==> src/rtl/lcd_queue_ctrl.sv <==
// rtl/lcd_queue_ctrl.sv - queued LCD panel writer behind a custom-instruction port (optional macro LCD_LONG_CMD_EN)
module lcd_queue_ctrl #(
  parameter int DEPTH     = 16,
  parameter int SETUP_CYC = 1316,
  parameter int HOLD_CYC  = 54001,
  parameter int LONG_CYC  = 82000
) (
  input  logic        clk,
  input  logic        reset,
  input  logic        clk_en,
  input  logic        start,
  input  logic [31:0] dataa,
  input  logic [31:0] datab,
  output logic        done,
  output logic [31:0] result,
  output logic        lcd_rs,
  output logic        lcd_rw,
  output logic        lcd_en,
  output logic [7:0]  lcd_data,
  output logic        busy
);

  localparam int AW      = (DEPTH > 1) ? $clog2(DEPTH) : 1;
  localparam int LW      = $clog2(DEPTH + 1);
  localparam int MAX_AB  = (SETUP_CYC > HOLD_CYC) ? SETUP_CYC : HOLD_CYC;
  localparam int MAX_CYC = (LONG_CYC > MAX_AB) ? LONG_CYC : MAX_AB;
  localparam int CW      = $clog2(MAX_CYC + 1);

  typedef enum logic [1:0] {
    S_IDLE  = 2'd0,
    S_SETUP = 2'd1,
    S_HOLD  = 2'd2
  } state_t;

  state_t          r_state;
  logic [CW-1:0]   r_cnt;
  logic            r_lcd_en;
  logic            r_lcd_rs;
  logic [7:0]      r_lcd_data;
  logic [LW-1:0]   r_level;
  logic [AW-1:0]   r_wptr;
  logic [AW-1:0]   r_rptr;
  logic [8:0]      r_mem [DEPTH];
  logic            r_done;
  logic [31:0]     r_result;

  state_t          w_state_nxt;
  logic [CW-1:0]   w_cnt_nxt;
  logic            w_en_nxt;
  logic            w_pop;
  logic            w_accept;
  logic            w_query;
  logic            w_full;
  logic            w_push;
  logic            w_busy;
  logic [LW-1:0]   w_level_nxt;
  logic [CW-1:0]   w_hold_last;
  logic            w_unused;

  assign w_accept    = clk_en & start;
  assign w_query     = dataa[1];
  // Fullness uses the level at the start of the cycle, so a same-cycle pop never frees room.
  assign w_full      = (r_level == LW'(DEPTH));
  assign w_push      = w_accept & ~w_query & ~w_full;
  assign w_level_nxt = r_level + LW'(w_push) - LW'(w_pop);
  assign w_busy      = (r_level != '0) | (r_state != S_IDLE);
  assign w_unused    = ^{dataa[31:2], datab[31:8]};

`ifdef LCD_LONG_CMD_EN
  logic w_long;
  // Clear/home style commands need a longer settle time on the panel.
  assign w_long      = ~r_lcd_rs & ((r_lcd_data == 8'h01) | (r_lcd_data == 8'h02) |
                                    (r_lcd_data == 8'h03));
  assign w_hold_last = w_long ? CW'(LONG_CYC - 1) : CW'(HOLD_CYC - 1);
`else
  assign w_hold_last = CW'(HOLD_CYC - 1);
`endif

  // Drain FSM next-state: pop in IDLE, count SETUP then HOLD, lcd_en low only in HOLD.
  always_comb begin
    w_state_nxt = r_state;
    w_cnt_nxt   = r_cnt;
    w_en_nxt    = r_lcd_en;
    w_pop       = 1'b0;
    case (r_state)
      S_IDLE: begin
        if (r_level != '0) begin
          w_pop       = 1'b1;
          w_state_nxt = S_SETUP;
          w_cnt_nxt   = '0;
          w_en_nxt    = 1'b1;
        end
      end
      S_SETUP: begin
        if (r_cnt == CW'(SETUP_CYC - 1)) begin
          w_state_nxt = S_HOLD;
          w_cnt_nxt   = '0;
          w_en_nxt    = 1'b0;
        end else begin
          w_cnt_nxt = r_cnt + CW'(1);
        end
      end
      S_HOLD: begin
        if (r_cnt == w_hold_last) begin
          w_state_nxt = S_IDLE;
          w_cnt_nxt   = '0;
          w_en_nxt    = 1'b1;
        end else begin
          w_cnt_nxt = r_cnt + CW'(1);
        end
      end
      default: begin
        w_state_nxt = S_IDLE;
        w_cnt_nxt   = '0;
        w_en_nxt    = 1'b1;
      end
    endcase
  end

  // Drain FSM state, counter and enable line; runs every cycle independent of clk_en.
  always_ff @(posedge clk) begin
    if (reset) begin
      r_state  <= S_IDLE;
      r_cnt    <= '0;
      r_lcd_en <= 1'b1;
    end else begin
      r_state  <= w_state_nxt;
      r_cnt    <= w_cnt_nxt;
      r_lcd_en <= w_en_nxt;
    end
  end

  // FIFO pointers and level; reset discards every queued entry.
  always_ff @(posedge clk) begin
    if (reset) begin
      r_level <= '0;
      r_wptr  <= '0;
      r_rptr  <= '0;
    end else begin
      r_level <= w_level_nxt;
      if (w_push) r_wptr <= r_wptr + AW'(1);
      if (w_pop)  r_rptr <= r_rptr + AW'(1);
    end
  end

  // FIFO storage; contents are meaningless outside the pointer window, so no reset.
  always_ff @(posedge clk) begin
    if (w_push) r_mem[r_wptr] <= {dataa[0], datab[7:0]};
  end

  // Panel rs/data latch the popped head and stay stable until the next pop.
  always_ff @(posedge clk) begin
    if (reset) begin
      r_lcd_rs   <= 1'b0;
      r_lcd_data <= 8'h00;
    end else if (w_pop) begin
      {r_lcd_rs, r_lcd_data} <= r_mem[r_rptr];
    end
  end

  // CPU side: one-cycle done after each accepted instruction, result held until the next.
  always_ff @(posedge clk) begin
    if (reset) begin
      r_done   <= 1'b0;
      r_result <= 32'h0;
    end else begin
      r_done <= w_accept;
      if (w_accept) begin
        if (w_query)     r_result <= {22'b0, ~w_busy, 9'(r_level)};
        else if (w_full) r_result <= 32'hFFFF_FFFF;
        else             r_result <= 32'(w_level_nxt);
      end
    end
  end

  assign done     = r_done;
  assign result   = r_result;
  assign lcd_rs   = r_lcd_rs;
  assign lcd_rw   = 1'b0;
  assign lcd_en   = r_lcd_en;
  assign lcd_data = r_lcd_data;
  assign busy     = w_busy;

endmodule

==> config.mk <==
export PLATFORM = sky130hd
export DESIGN_NAME = lcd_queue_ctrl
export DESIGN_NICKNAME = d
export VERILOG_FILES = /design/src/rtl/lcd_queue_ctrl.sv
export SDC_FILE = /design/constraint.sdc
export NUM_CORES = 1
export LEC_CHECK = 0
export ABC_AREA = 1
export CAP_MARGIN = 20
export CORE_ASPECT_RATIO = 0.7
export CORE_MARGIN = 2
export CORE_UTILIZATION = 58
export CTS_BUF_LIST = sky130_fd_sc_hd__clkbuf_8 sky130_fd_sc_hd__clkbuf_16
export DETAILED_ROUTE_END_ITERATION = 10
export GPL_TIMING_DRIVEN = 0
export PLACE_DENSITY = 0.83
export SKIP_LAST_GASP = 1
export SLEW_MARGIN = 5
export SYNTH_ARGS = -nofsm -noshare
export SYNTH_HDL_FRONTEND = slang
export SYNTH_SLANG_ARGS = --single-unit
==> constraint.sdc <==
create_clock -name clk -period 5.75 [get_ports clk]
set_input_delay 1.15 -clock clk [delete_from_list [all_inputs] [get_ports clk]]
set_output_delay 1.15 -clock clk [all_outputs]
set_load 0.01 [all_outputs]
==> flow_metrics.tcl, run 1 <==
set metrics [dict create \
    postCtsHoldBufs 0 \
    die_h_um 106 \
    cts-root-buf "clkbuf_16" \
    synthesis.nets 929 \
    io_buffers 57 \
    synth_top_area_share_pct 50.3 \
    cts_buffer_depth 2 \
    drtAntennaViolNets 0 \
    synth_cell_types 35 \
    die_width_um 150 \
    ir_worst_vdd_mv 0.296 \
    antenna_found_initial 0 \
    worstSetupPathType "flip-flop to primary output" \
    hpwl_mm 14.0 \
    vias 6434 \
    power_leakage_uw 0.00365 \
    rsz0062_at_grt "false" \
    wl_mm 20.5 \
    synth-edff-count 144 \
    htreeDepth 4 \
    diodes 0 \
    globalplace.congestion 1.01 \
    clk_latency_ns 0.44 \
    drt_iter0_drc 678 \
    reg2reg_to "result[4]" \
    die_area_um2 15800 \
    comb_power_share_pct 33.3 \
    whs_ns 0.483 \
    power.total_uw 4100 \
    grt_pass1_wl_mm 31.9 \
    initial_core_util_pct 59.0 \
    slew_viol_final 0 \
    grt_use_total_pct 27.0 \
    min_from "lcd_en" \
    hold_viol 0 \
    min_to "lcd_en" \
    fmax_mhz 291 \
    numCtsBuffers 17 \
    io_pins 113 \
    yosys_register_bits 194 \
    row_count 37 \
    pre_cts_ws_ns 1.94 \
    period_share_pct 59.8 \
    relSlewSlack_pct 34.8 \
    synth_area_leader_cell "edfxtp_1" \
    synth_area_leaders "edfxtp_1 50%, dfxtp_1 12%, nor2_1 8.6%, o21ai_0 4.9%, o211ai_1 3.3%" \
    outcome "finished clean" \
    cts_tree "yes" \
    drc 0 \
    max_stage_delay_ns 0.49 \
    period_needed_ns 3.44 \
    drt-vias-per-instance 5.70 \
    cts.sinks 194 \
    first_pass_iters 9 \
    cts_resized 0 \
    area_growth_pct 15.9 \
    grt-ovfl-total 0 \
    core_um2 14600 \
    grt_max_degree 28 \
    cp-end-kind "primary output" \
    max_slew.worst_pin.slew_ns 0.974 \
    p_switching_uw 1450 \
    wire_per_inst_um 18.2 \
    clkPwrFrac_pct 26.9 \
    final.setup.worst_slack_ns 2.31 \
    synthFlopType "edfxtp_1" \
    switching_share_pct 35.5 \
    setup_viol 0 \
    synth_area_per_cell_um2 10.2 \
    intPower_uw 2640 \
    worstReg2RegStart "r_level[2]" \
    ff2ff_setup_slack_ns 2.80 \
    syn_inst 844 \
    crit_arrival_ns 2.29 \
    ys_warn_count 0 \
    power_frac_seq_pct 39.7 \
    crit_path_start_kind "flip-flop" \
    drive_gt1_share_pct 10.1 \
    crit_chain "inv_1 -> ha_1 -> nand2_1 -> nor2_2 -> nand3_1 -> clkbuf_8 -> clkdlybuf4s50_1" \
    hp-class "flip-flop to flip-flop" \
    finalSetupTns_ns 0 \
    min_path_cells 2 \
    nNetsFinal 1005 \
    cp_slowest_cell "clkdlybuf4s50_1" \
    reg2reg_depth 18 \
    required_ns 4.60 \
    synth_seq_area_share_pct 61.9 \
    clk_pin_slew_ns 0.07 \
    grt_pass1_vias 5857 \
    ys_async_sr_fraction_pct 0 \
    netlist_area_um2 8600 \
    cts_setup_buffers 0 \
    skew_ns 0.0104 \
    p_per_area_nw_per_um2 411 \
    worstPathMaxFanout 10 \
    drv_cap 0 \
]
-- state kept, by name, indices dropped and copies added, names as in the netlist --
| signal | count |
|---|---|
| lcd_data | 8 |
| r_rptr | 4 |
| lcd_en | 1 |
| r_wptr | 4 |
| r_state | 2 |
| result | 7 |
| r_level | 5 |
| lcd_rs | 1 |
| r_mem | 144 |
| done | 1 |
| r_cnt | 17 |
-- worst max path at each step --
stage	depth (start not counted)	from	slack (ns)	endpoint
5_1_grt	14	clk_en	2.12	result[4]
3_5_place_dp	14	clk_en	1.94	result[4]
2_1_floorplan	13	clk_en	2.69	result[4]
6_report	7	r_level[2]	2.31	busy
3_3_place_gp	14	clk_en	1.96	result[4]
4_1_cts	7	r_level[2]	2.33	busy
-- per-layer routing --
metal	wire [um]	global-route usage, %	vias to the layer above
met4	393	8.50	0
met5	0	0	-
met2	9140	39.4	363
li1	-	-	3007
met1	8920	40.9	3023
met3	2060	5.58	41
-- Yosys cell counts (9+ instances only) --
master and count:
nor2_1 196, edfxtp_1 144, o21ai_0 84, nand2_1 71, inv_1 58, dfxtp_1 50, nand3_1 50, o211ai_1 38
buf_4 27, a21oi_1 20, clkbuf_1 19, ha_1 16, buf_2 11, nor2_2 9
-- metrics by stage --
stage	util (%)	instances	area, um2
finish	68.3	1128	9960
floorplan	-	844	8600
global route	68.3	1128	9960
global placement	64.6	1096	9410
CTS	68.3	1128	9960
detailed placement	64.6	1096	9410
-- worst max-delay path: cells and delay by family, from the launching register on --
kind                       cells  cell delay (ns)
buffers and inverters          3             0.87
DFF                            1             0.32
and+or+nand+nor                3             0.50
adders and majority gates      1             0.16
-- power by group through the flow --
stage | sequential [uW] | clock (uW) | combinational [uW]
floorplan | 1660 | 0 | 868
global placement | 1660 | 0 | 1300
detailed placement | 1660 | 0 | 1320
CTS | 1630 | 1110 | 1340
global route | 1640 | 1160 | 1490
finish | 1630 | 1100 | 1370
-- cell type report --
type	count	area [um2]
Timing Repair Buffer	57	571
Fill cell	1071	4620
Buffer	61	357
Clock buffer	21	492
Multi-Input combinational cell	526	2680
Inverter	63	236
Sequential cell	194	5330
Tap cell	195	244
Clock inverter	11	58.8
-- kinds of logic (layout without fill, tap and decap cells) --
family,count (synthesis),in the layout,synth area share [%]
and+or+nand+nor,349,349,17.5
DFF,194,194,61.9
AOI/OAI and AO/OA,147,147,9.86
buffers and inverters,124,213,6.90
adders and majority gates,17,17,2.56
xor gates and xnor gates,12,12,1.22
other,1,1,0.0436
-- cell usage in the layout, fill, tap and decap left out, types with 16 or more instances in the layout --
cell             netlist  final
dfxtp_1               50     50
nand3_1               50     50
o211ai_1              38     38
clkdlybuf4s50_1        0     57
a21oi_1               20     20
buf_4                 27     27
ha_1                  16     16
nor2_1               196    196
clkbuf_16              0     18
o21ai_0               84     84
edfxtp_1             144    144
clkbuf_1              19     19
inv_1                 58     62
nand2_1               71     71
No activity file was read; power rests on OpenSTA's default activity.
==> run 2, diff against run 1 <==
--- a/config.mk
+++ b/config.mk
@@ -9,11 +9,11 @@
 export CAP_MARGIN = 20
 export CORE_ASPECT_RATIO = 0.7
 export CORE_MARGIN = 2
-export CORE_UTILIZATION = 58
+export CORE_UTILIZATION = 50
 export CTS_BUF_LIST = sky130_fd_sc_hd__clkbuf_8 sky130_fd_sc_hd__clkbuf_16
 export DETAILED_ROUTE_END_ITERATION = 10
 export GPL_TIMING_DRIVEN = 0
-export PLACE_DENSITY = 0.83
+export PLACE_DENSITY = 0.76
 export SKIP_LAST_GASP = 1
 export SLEW_MARGIN = 5
 export SYNTH_ARGS = -nofsm -noshare
==> constraint.sdc (replaced) <==
create_clock -name clk -period 3.15 [get_ports clk]
set_input_delay 0.63 -clock clk [delete_from_list [all_inputs] [get_ports clk]]
set_output_delay 0.63 -clock clk [all_outputs]
set_load 0.01 [all_outputs]
==> run 2 against run 1 <==
  * Cell count up 3.1%
  * Non-clock buffer count unchanged
  * Sequential power up 83%
  * Critical path type is now flip-flop to flip-flop
  * Critical endpoint is now result[4]
==> flow_metrics.tcl, run 2 (same netlist as run 1, synthesis figures left out) <==
set metrics [dict create \
    clk_latency_ns 0.44 \
    power.total_uw 7740 \
    crit_chain "inv_1 -> ha_1 -> nand2_1 -> nor2_4 -> nand2_1 -> nand2_1 -> inv_1 -> clkbuf_4 -> ha_1 -> inv_1 -> ha_1 -> inv_1 -> fa_1 -> nand3b_1 -> nand2_1 -> xor2_2 -> o221ai_1 -> inv_1" \
    required_ns 3.48 \
    drt-vias-per-instance 5.35 \
    die_area_um2 18300 \
    grt_use_total_pct 23.1 \
    fin_area_um2 10100 \
    critPathBufInv 6 \
    vias 6223 \
    io_buffers 57 \
    cp-end-kind "flip-flop" \
    p_per_area_nw_per_um2 767 \
    grt_pass1_vias 5760 \
    cts.sinks 194 \
    drtAntennaViolNets 0 \
    cts_tree "yes" \
    whs_ns 0.485 \
    wire_per_inst_um 17.7 \
    clk_pin_slew_ns 0.07 \
    power_leakage_uw 0.00365 \
    drv_cap 0 \
    slew_viol_final 0 \
    die_width_um 161 \
    grt-ovfl-total 0 \
    hold_viol 0 \
    drt_iter0_drc 704 \
    cts-root-buf "clkbuf_16" \
    antenna_found_initial 0 \
    outcome "finished clean" \
    crit_path_start_kind "flip-flop" \
    nNetsFinal 1005 \
    diodes 0 \
    io_pins 113 \
    hp-class "flip-flop to flip-flop" \
    grt_max_degree 28 \
    ir_worst_vdd_mv 0.401 \
    crit_arrival_ns 3.26 \
    layout_common_cells "196 x nor2_1, 144 x edfxtp_1, 84 x o21ai_0" \
    max_stage_delay_ns 0.39 \
    hpwl_mm 14.3 \
    final_util_pct 59.3 \
    max_slew.worst_pin.slew_ns 0.926 \
    wl_mm 20.6 \
    worstSetupPathType "flip-flop to flip-flop" \
    htreeDepth 4 \
    drc 0 \
    worstPathMaxFanout 10 \
    first_pass_iters 5 \
    placed_cell_area_um2 9460 \
    relSlewSlack_pct 38.0 \
    row_count 40 \
    cp_slowest_cell "dfxtp_1" \
    globalplace.congestion 0.925 \
    regMostFlops "r_mem" \
    cts_buffer_depth 2 \
    area_growth_pct 17.3 \
    cts_setup_buffers 0 \
    grt_pass1_wl_mm 31.7 \
    numCtsBuffers 17 \
    period_share_pct 93.1 \
    path_common_cell "inv_1" \
    largest_register_ffs 144 \
    rsz0062_at_grt "false" \
    final_common_cell "nor2_1" \
    path_delay_family "adder cells" \
    drive_gt1_share_pct 10.3 \
    core_um2 17000 \
    fmax_mhz 341 \
    dpl.cell_count 1132 \
    initial_core_util_pct 50.5 \
    setup_viol 0 \
    skew_ns 0.0111 \
    die_h_um 114 \
    period_needed_ns 2.93 \
    fin_cells 1163 \
]
## run 2: metrics by stage
stage | TNS, ns | setup slack (ns)
3_5_place_dp | -0.274 | -0.154
6_report | 0 | 0.217
3_3_place_gp | -0.177 | -0.117
2_1_floorplan | 0 | 0.597
5_1_grt | 0 | 0.0172
4_1_cts | 0 | 0.217
## run 2: cell type report
cell class | instances | area, um2
plain buffers | 61 | 359
clock buffers | 17 | 425
clock inverters | 14 | 188
fillers | 1398 | 6930
inverters | 63 | 236
multi-input cells | 526 | 2690
flip-flops and latches | 194 | 5330
well taps | 231 | 289
repair buffers | 57 | 571
## run 2: tightest hold or removal path: stages, from the launching register on
cell,delay [ns]
dfxtp_1,0.33
nand2_1,0.05
o211ai_1,0.06
## run 2: what timing repair did
item / in CTS / in global routing
hold buffers: 0 / 0
setup endpoints to repair: 0 / 2
gates resized for setup: 0 / 3
## run 2: final timing paths
kind	startpoint	end	slack, ns	depth (start not counted)
hold / removal	lcd_en	lcd_en	0.48	2
hold reg to reg	lcd_en	lcd_en	0.48	2
setup reg to reg	r_level[3]	result[4]	0.22	18
setup / recovery	r_level[3]	result[4]	0.22	18
## run 2: power by group
| group | switching [uW] | internal (uW) | total, uW |
|---|---|---|---|
| logic | 1660 | 855 | 2510 |
| registers | 100 | 2880 | 2980 |
| clock network | 932 | 1320 | 2250 |
| total | 2690 | 5050 | 7740 |
## run 2: metal layers
layer / GRT usage, % / share of wire (%)
met4: 6.13 / 1.5
met5: 0 / 0
met3: 6.44 / 9.2
met2: 34.3 / 43
met1: 33.7 / 46
==> run 3, diff against run 2 <==
--- a/config.mk
+++ b/config.mk
@@ -9,11 +9,12 @@
 export CAP_MARGIN = 20
 export CORE_ASPECT_RATIO = 0.7
 export CORE_MARGIN = 2
-export CORE_UTILIZATION = 50
+export CORE_UTILIZATION = 57
 export CTS_BUF_LIST = sky130_fd_sc_hd__clkbuf_8 sky130_fd_sc_hd__clkbuf_16
 export DETAILED_ROUTE_END_ITERATION = 10
+export DONT_BUFFER_PORTS = 1
 export GPL_TIMING_DRIVEN = 0
-export PLACE_DENSITY = 0.76
+export PLACE_DENSITY = 0.75
 export SKIP_LAST_GASP = 1
 export SLEW_MARGIN = 5
 export SYNTH_ARGS = -nofsm -noshare
==> run 3 against run 2 <==
  * First-iteration DRC count up 15%
  * Critical path depth unchanged
  * Register-to-register slack better by 0.03 ns
  * Highest routed layer unchanged
  * Cell area down 6.3%
  * Via count down 1.9%
  * Setup slack better by 0.030 ns
  * Largest power group unchanged
  * Power down 2.9%
==> flow_metrics.tcl, run 3 (same netlist as run 1, synthesis figures left out) <==
set metrics [dict create \
    outcome "finished clean" \
    io_pins 113 \
    crit_arrival_ns 3.30 \
    cts_setup_buffers 0 \
    grt_max_degree 28 \
    crit_path_start_kind "flip-flop" \
    min_from "datab[7]" \
    power.total_uw 7510 \
    ir_worst_vdd_mv 0.458 \
    drtAntennaViolNets 0 \
    wl_mm 20.3 \
    core_um2 14700 \
    layout_common_cells "196 x nor2_1, 144 x edfxtp_1, 84 x o21ai_0" \
    clk_pin_slew_ns 0.08 \
    multiInputGateArea_um2 2690 \
    placed_cell_area_um2 8840 \
    grt_pass1_vias 5700 \
    hpwl_mm 14.0 \
    final_common_cell "nor2_1" \
    ff2ff_setup_slack_ns 0.25 \
    nNetsFinal 948 \
    drt_iter0_drc 808 \
    worstPathMaxFanout 10 \
    drv_cap 0 \
    nFillCells 1162 \
    postCtsHoldBufs 0 \
    io_buffers 0 \
    drive_gt1_share_pct 11.3 \
    cts-root-buf "clkbuf_16" \
    max_slew.worst_pin.slew_ns 0.909 \
    globalplace.congestion 0.938 \
    cp-end-kind "flip-flop" \
    grt_use_total_pct 26.6 \
    power_leakage_uw 0.00344 \
    die_h_um 107 \
    worstReg2RegStart "r_level[3]" \
    min_to "r_mem[2][7]" \
    hp-class "primary input to flip-flop" \
    cts_buffer_depth 2 \
    grt-ovfl-total 0 \
    period_share_pct 92.2 \
    reg2reg_to "result[4]" \
    die_area_um2 16100 \
    drt-vias-per-instance 5.70 \
    drc 0 \
    pre_cts_ws_ns 0.280 \
    die_width_um 151 \
    reg2reg_depth 18 \
    regMostFlops "r_mem" \
    numCtsBuffers 17 \
    cts_tree "yes" \
    fmax_mhz 344 \
    first_pass_iters 5 \
    hold_viol 0 \
    clk_latency_ns 0.44 \
    worstSetupPathType "flip-flop to flip-flop" \
    cts_resized 0 \
    final.setup.worst_slack_ns 0.247 \
    row_count 37 \
    vias 6106 \
    wire_per_inst_um 18.9 \
    seq_area_um2 5330 \
    period_needed_ns 2.90 \
    skew_ns 0.0105 \
    diodes 0 \
    relSlewSlack_pct 39.2 \
    area_growth_pct 9.89 \
    antenna_found_initial 0 \
    min_path_cells 0 \
    required_ns 3.54 \
    slew_viol_final 0 \
    p_per_area_nw_per_um2 795 \
    final_util_pct 64.2 \
    initial_core_util_pct 58.4 \
    setup_viol 0 \
    grt_pass1_wl_mm 31.3 \
    largest_register_ffs 144 \
    fin_area_um2 9450 \
    cts.sinks 194 \
    htreeDepth 4 \
]
run 3: metal layers:
| metal | track usage [%] | part of all wire [%] |
|---|---|---|
| met1 | 40.9 | 46 |
| met2 | 36.7 | 42 |
| met3 | 7.02 | 9.9 |
| met4 | 8.68 | 1.8 |
| met5 | 0 | 0 |
run 3: power by group:
group / internal (uW) / switching (uW) / total (uW)
clock network: 1200 / 1020 / 2210
logic: 709 / 1570 / 2280
registers: 2880 / 140 / 3020
run 3: worst max path at each step:
stage | start | end | slack [ns]
after global routing | r_level[3] | result[4] | -0.002
after CTS | r_level[2] | result[4] | 0.21
after global placement | r_level[3] | result[4] | 0.29
after detailed placement | r_level[2] | result[4] | 0.28
after floorplan | r_level[2] | result[4] | 0.60
final | r_level[3] | result[4] | 0.25
run 3: metrics by stage:
stage | hold WS [ns] | std cells | setup TNS (ns)
floorplan | 0.461 | 844 | 0
global placement | 0.476 | 1039 | 0
detailed placement | 0.485 | 1039 | 0
CTS | 0.271 | 1071 | 0
global route | 0.264 | 1071 | -0.00183
finish | 0.283 | 1071 | 0
run 3: area by class of cell:
cell class	instances	share of cell area, %
well taps	195	2.58
flip-flops and latches	194	56.3
clock buffers	17	4.50
multi-input cells	526	28.4
clock inverters	15	1.84
inverters	63	2.50
plain buffers	61	3.80
run 3: worst max-delay path: stages, from the launching register on:
cell and delay [ns]:
dfxtp_1 0.34, inv_1 0.09, ha_1 0.15, nand2_1 0.09
nor2_4 0.13, nand2_1 0.07, nand2_1 0.10, inv_1 0.10
buf_4 0.18, ha_1 0.29, inv_1 0.05, ha_1 0.16
inv_1 0.06, fa_1 0.39, nand3b_1 0.17, nand2_1 0.09
xor2_1 0.20, o221ai_1 0.13, inv_1 0.07
==> RTL edit 1 (flow settings as in run 3) <==
The parameter `LONG_CYC` goes from 82000 to 164000.
--- a/src/rtl/lcd_queue_ctrl.sv
+++ b/src/rtl/lcd_queue_ctrl.sv
@@ -4,5 +4,5 @@
   parameter int SETUP_CYC = 1316,
   parameter int HOLD_CYC  = 54001,
-  parameter int LONG_CYC  = 82000
+  parameter int LONG_CYC  = 164000
 ) (
   input  logic        clk,
Formal check against the unedited RTL: same outputs for any inputs over 4 cycles, from zero or initial values and one cycle with reset high; that may be too few to reach the edited logic, so the function may still have changed.
==> RTL edit 1 against run 3 <==
Maximum frequency is 0.56% lower. Wire length about the same. Design area rose by 1.2%. Sequential cell count up 1. Die area up 1.2%. Setup slack lost 0.016 ns. Synthesized area is 1.2% higher. Combinational power down 3%. Critical path depth is the same. Sequential share of layout area down 0.44 points. Non-clock buffer count grew 4. Power fell by 1.5%. Via count up 1.5%. Count of clock-buffer cells in the layout grew 1.
==> RTL edit 1: results (changes against run 3) <==
Avg WL per Cell=18.8 µm (-0.75%); drt first pass iters=6 (+1); reg2reg setup slack=0.23 ns (-0.02 ns); Pleak=3.50 nW (+1.7%); Post-Synthesis Cells=852 (+0.95%); first-pass GRT wire length=31800 µm (+1.4%); synth top area cells=edfxtp_1 (50%), dfxtp_1 (12%), nor2_1 (7.7%); sequential element share of the synthesized area=61.4% (-0.52 points); met3 WL=2060 µm (+2.6%); Total GRT Usage=26.5% (-0.094 points); vias in the first global route=5687 (-0.23%); skew final=0.00874 ns (-0.00181 ns); CTS H-tree lvls=4 (unchanged); CP peak stage delay=0.42 ns (+0.03 ns); Detailed Route WL=20300 µm (about the same); CTS buffer count=17 (unchanged); Final #Nets=957 (+0.95%); met3 usage=6.65% (-0.37 points); met1 GRT Util=40.6% (-0.29 points); Met1 Routed Length=9120 µm (-2.4%); met2 routed WL=8780 µm (+2.8%); Syn Nets=937 (+0.86%); Detailed Place HPWL=14000 µm (-0.12%); gpl congestion=0.955 (+1.8%); post-CTS sizing=0 (unchanged); Cells after DPL=1047 (+0.77%); list of most frequent post-synthesis cells=nor2_1 (178), edfxtp_1 (144), o21ai_0 (86), nand2_1 (77), nand3_1 (56); Global Route met2 Usage=37.7% (+0.99 points); slew at the pin closest to its max-slew limit=0.896 ns (-0.0131 ns); Peak supply drop=0.000490 V (+7.1%); status=finished clean; via count=6198 (+1.5%); Unique masters post-synth=37 (+5.7%); switch share=35.6% (-0.80 points)
-- RTL edit 1: stage by stage --
stage | cell area (µm²) | hold WS [ns] | setup WS, ns
after floorplan | 8700 | 0.458 | 0.473
after global placement | 8950 | 0.476 | 0.140
after detailed placement | 8950 | 0.487 | 0.137
after CTS | 9540 | 0.278 | 0.104
after global routing | 9560 | 0.276 | -0.0104
final | 9560 | 0.288 | 0.230
-- RTL edit 1: final cells by class --
cell class              instances  area (µm²)
repair buffers                  1        7.51
flip-flops and latches        195        5350
fillers                      1158        5250
multi-input cells             531        2740
clock buffers                  18         450
inverters                      62         234
well taps                     195         244
clock inverters                14         140
plain buffers                  64         397
-- RTL edit 1: power by group through the flow --
stage | Combinational [W] | Sequential, W | Clock, W
after global placement | 0.00202 | 0.00307 | 0
final | 0.00221 | 0.00302 | 0.00217
after global routing | 0.00247 | 0.00304 | 0.00228
after floorplan | 0.00153 | 0.00304 | 0
after CTS | 0.00210 | 0.00302 | 0.00218
after detailed placement | 0.00207 | 0.00308 | 0
-- RTL edit 1: worst min path at each step --
stage / startpoint / cells after the start / endpoint / slack (ns)
final: datab[1] / 0 / r_mem[4][1] / 0.29
after global routing: datab[6] / 0 / r_mem[3][6] / 0.28
after CTS: datab[6] / 0 / r_mem[3][6] / 0.28
after detailed placement: r_state[0] / 2 / r_state[0] / 0.49
after global placement: r_state[0] / 2 / r_state[0] / 0.48
after floorplan: r_state[0] / 2 / r_state[0] / 0.46
-- RTL edit 1: kinds of logic after synthesis --
family | count (synthesis) | share of synthesized area [%]
XOR/XNOR | 13 | 1.31
AND/OR/NAND/NOR | 346 | 17.2
flip-flops | 195 | 61.4
adder cells (fa/ha/maj) | 17 | 2.53
buffers and inverters | 126 | 7.22
AO/OA/AOI/OAI | 154 | 10.2
other | 1 | 0.0431
==> RTL edit 2 (settings of run 3) <==
Without the edit above. Re-encode `state_t` (3 states) as one-hot, 3 bits wide.
--- a/src/rtl/lcd_queue_ctrl.sv
+++ b/src/rtl/lcd_queue_ctrl.sv
@@ -27,8 +27,8 @@
   localparam int CW      = $clog2(MAX_CYC + 1);
 
-  typedef enum logic [1:0] {
-    S_IDLE  = 2'd0,
-    S_SETUP = 2'd1,
-    S_HOLD  = 2'd2
+  typedef enum logic [2:0] {
+    S_IDLE  = 3'b001,
+    S_SETUP = 3'b010,
+    S_HOLD  = 3'b100
   } state_t;
 
Behaviour: no difference found for any inputs over 4 cycles, from zero or initial values and one cycle with reset high; so few cycles prove little.
==> RTL edit 2 against run 3 <==
Utilization grew 0.25 points. Critical path type unchanged. Power shrank 3.4%. Wire length grew 3.7%. Non-clock buffer count grew 1. Sequential cell count grew 1. Cell count grew 7.8%. Setup slack gained 0.017 ns. Synthesized area grew 2.2%. Design area grew 1.3%. Sequential share of layout area shrank 0.53 points. Critical path depth shrank 1. Maximum frequency grew 0.59%.
==> RTL edit 2: results (changes against run 3) <==
status=finished clean; Final #Nets=1029 (+8.5%); P_sw=0.00263 W (-3.7%); Avg WL per Cell=18.2 µm (-3.8%); Worst Setup SP=r_level[2]; Synth-to-Final Area Change=8.98%; share of cells above drive strength 1=11.6% (+0.26 points); post-DR vias/cell=5.56 (-2.5%); ClkCell Share=5.62% (-0.72 points); R2R depth=17 (-1); area of the multi-input gates=0.00285 mm² (+6.1%); Synth Area in Compound Gates=5.01% (-4.9 points); non-clk buf share=4.02% (+0.22 points); drt first pass iters=5 (unchanged); Rel. slew slack=36.4% (-2.7 points); Post-Syn Area=0.00879 mm² (+2.2%); predominant post-synthesis flop cell=edfxtp_1; adder-cell share of the synthesized area=2.08% (-0.48 points); fillers=1200 (+3.3%); Top reg by flops=r_mem; first-pass GRT wire length=32800 µm (+4.6%); initial DRC count=886 (+9.7%); reg2reg setup slack=0.26 ns (+0.02 ns); worst hold endpoint=r_mem[11][5]; Detailed Place HPWL=14500 µm (+3.8%); Worst Path Max Fanout=10 (unchanged); Syn. warnings=0 (unchanged); list of most frequent post-synthesis cells=nand2_1 (237), nor2_1 (156), edfxtp_1 (144), nand3_1 (85), dfxtp_1 (51); synth top area cells=edfxtp_1 (49%), dfxtp_1 (12%), nand2_1 (10%); clock tree sinks=195 (+0.52%); Peak supply drop=0.000366 V (-20%); Unique masters post-synth=39 (+11%); dpl ws=0.240 ns (-0.0398 ns); post-synthesis mux area share=0% (unchanged); Signal inverters=57 (-9.5%); buffers outside the clock class=62 (+1.6%); Total GRT Usage=26.8% (+0.16 points); Root Buffer Master=clkbuf_16; skew final=0.00969 ns (-0.000855 ns); Seq. cell area=0.00535 mm² (+0.38%); gpl congestion=0.916 (-2.4%); XOR/XNOR Fraction of Synth Area=0.997% (-0.23 points); reg2reg end=result[4]; Clock power frac=27.6% (-1.9 points); Cells after DPL=1123 (+8.1%); hold path startpoint=datab[5]; Worst Hold Margin=0.281 ns (-0.00133 ns); DP Area=0.00903 mm² (+2.1%); vias in the first global route=5980 (+4.9%); sequential power=0.00304 W; Post-Synthesis Cells=928 (+10%); P_clk=0.00201 W (-9.0%); CTS H-tree lvls=4 (unchanged); multi-input gate count=614 (+17%); Pleak=3.72 nW (+8.0%); WP data arrival=3.21 ns (-0.09 ns); initial antenna violation count=0 (unchanged); sequential element share of the synthesized area=60.8% (-1.1 points); Detailed Route WL=21000 µm (+3.7%)
RTL edit 2: cell types whose count changed in the layout (fill, tap and decap cells not counted), sizes merged, moves of 4 or more:
cell	change
clkinv	+7
nand2	+168
o21ai	-38
nor2	-43
inv	-8
nand3	+36
clkbuf	-11
nor3	+4
buf	+12
o211ai	-37
RTL edit 2: worst max-delay path, cell delays in order (launching register included):
cell     delay [ns]
dfxtp_1        0.34
inv_1          0.09
ha_1           0.14
nand2_1        0.08
nor2_4         0.13
nand2_1        0.10
nand2_4        0.11
inv_2          0.06
buf_4          0.18
ha_1           0.29
inv_1          0.04
ha_1           0.21
fa_2           0.36
a21oi_1        0.16
nor2_1         0.06
nor2_1         0.13
xor2_1         0.21
a21oi_1        0.09
RTL edit 2: layer usage:
layer,GRT usage [%],wire (µm),up-vias
met3,7.45,2550,17
li1,-,-,3087
met1,38.9,9210,2999
met5,0,0,-
met4,7.28,223,0
met2,39.7,9020,319
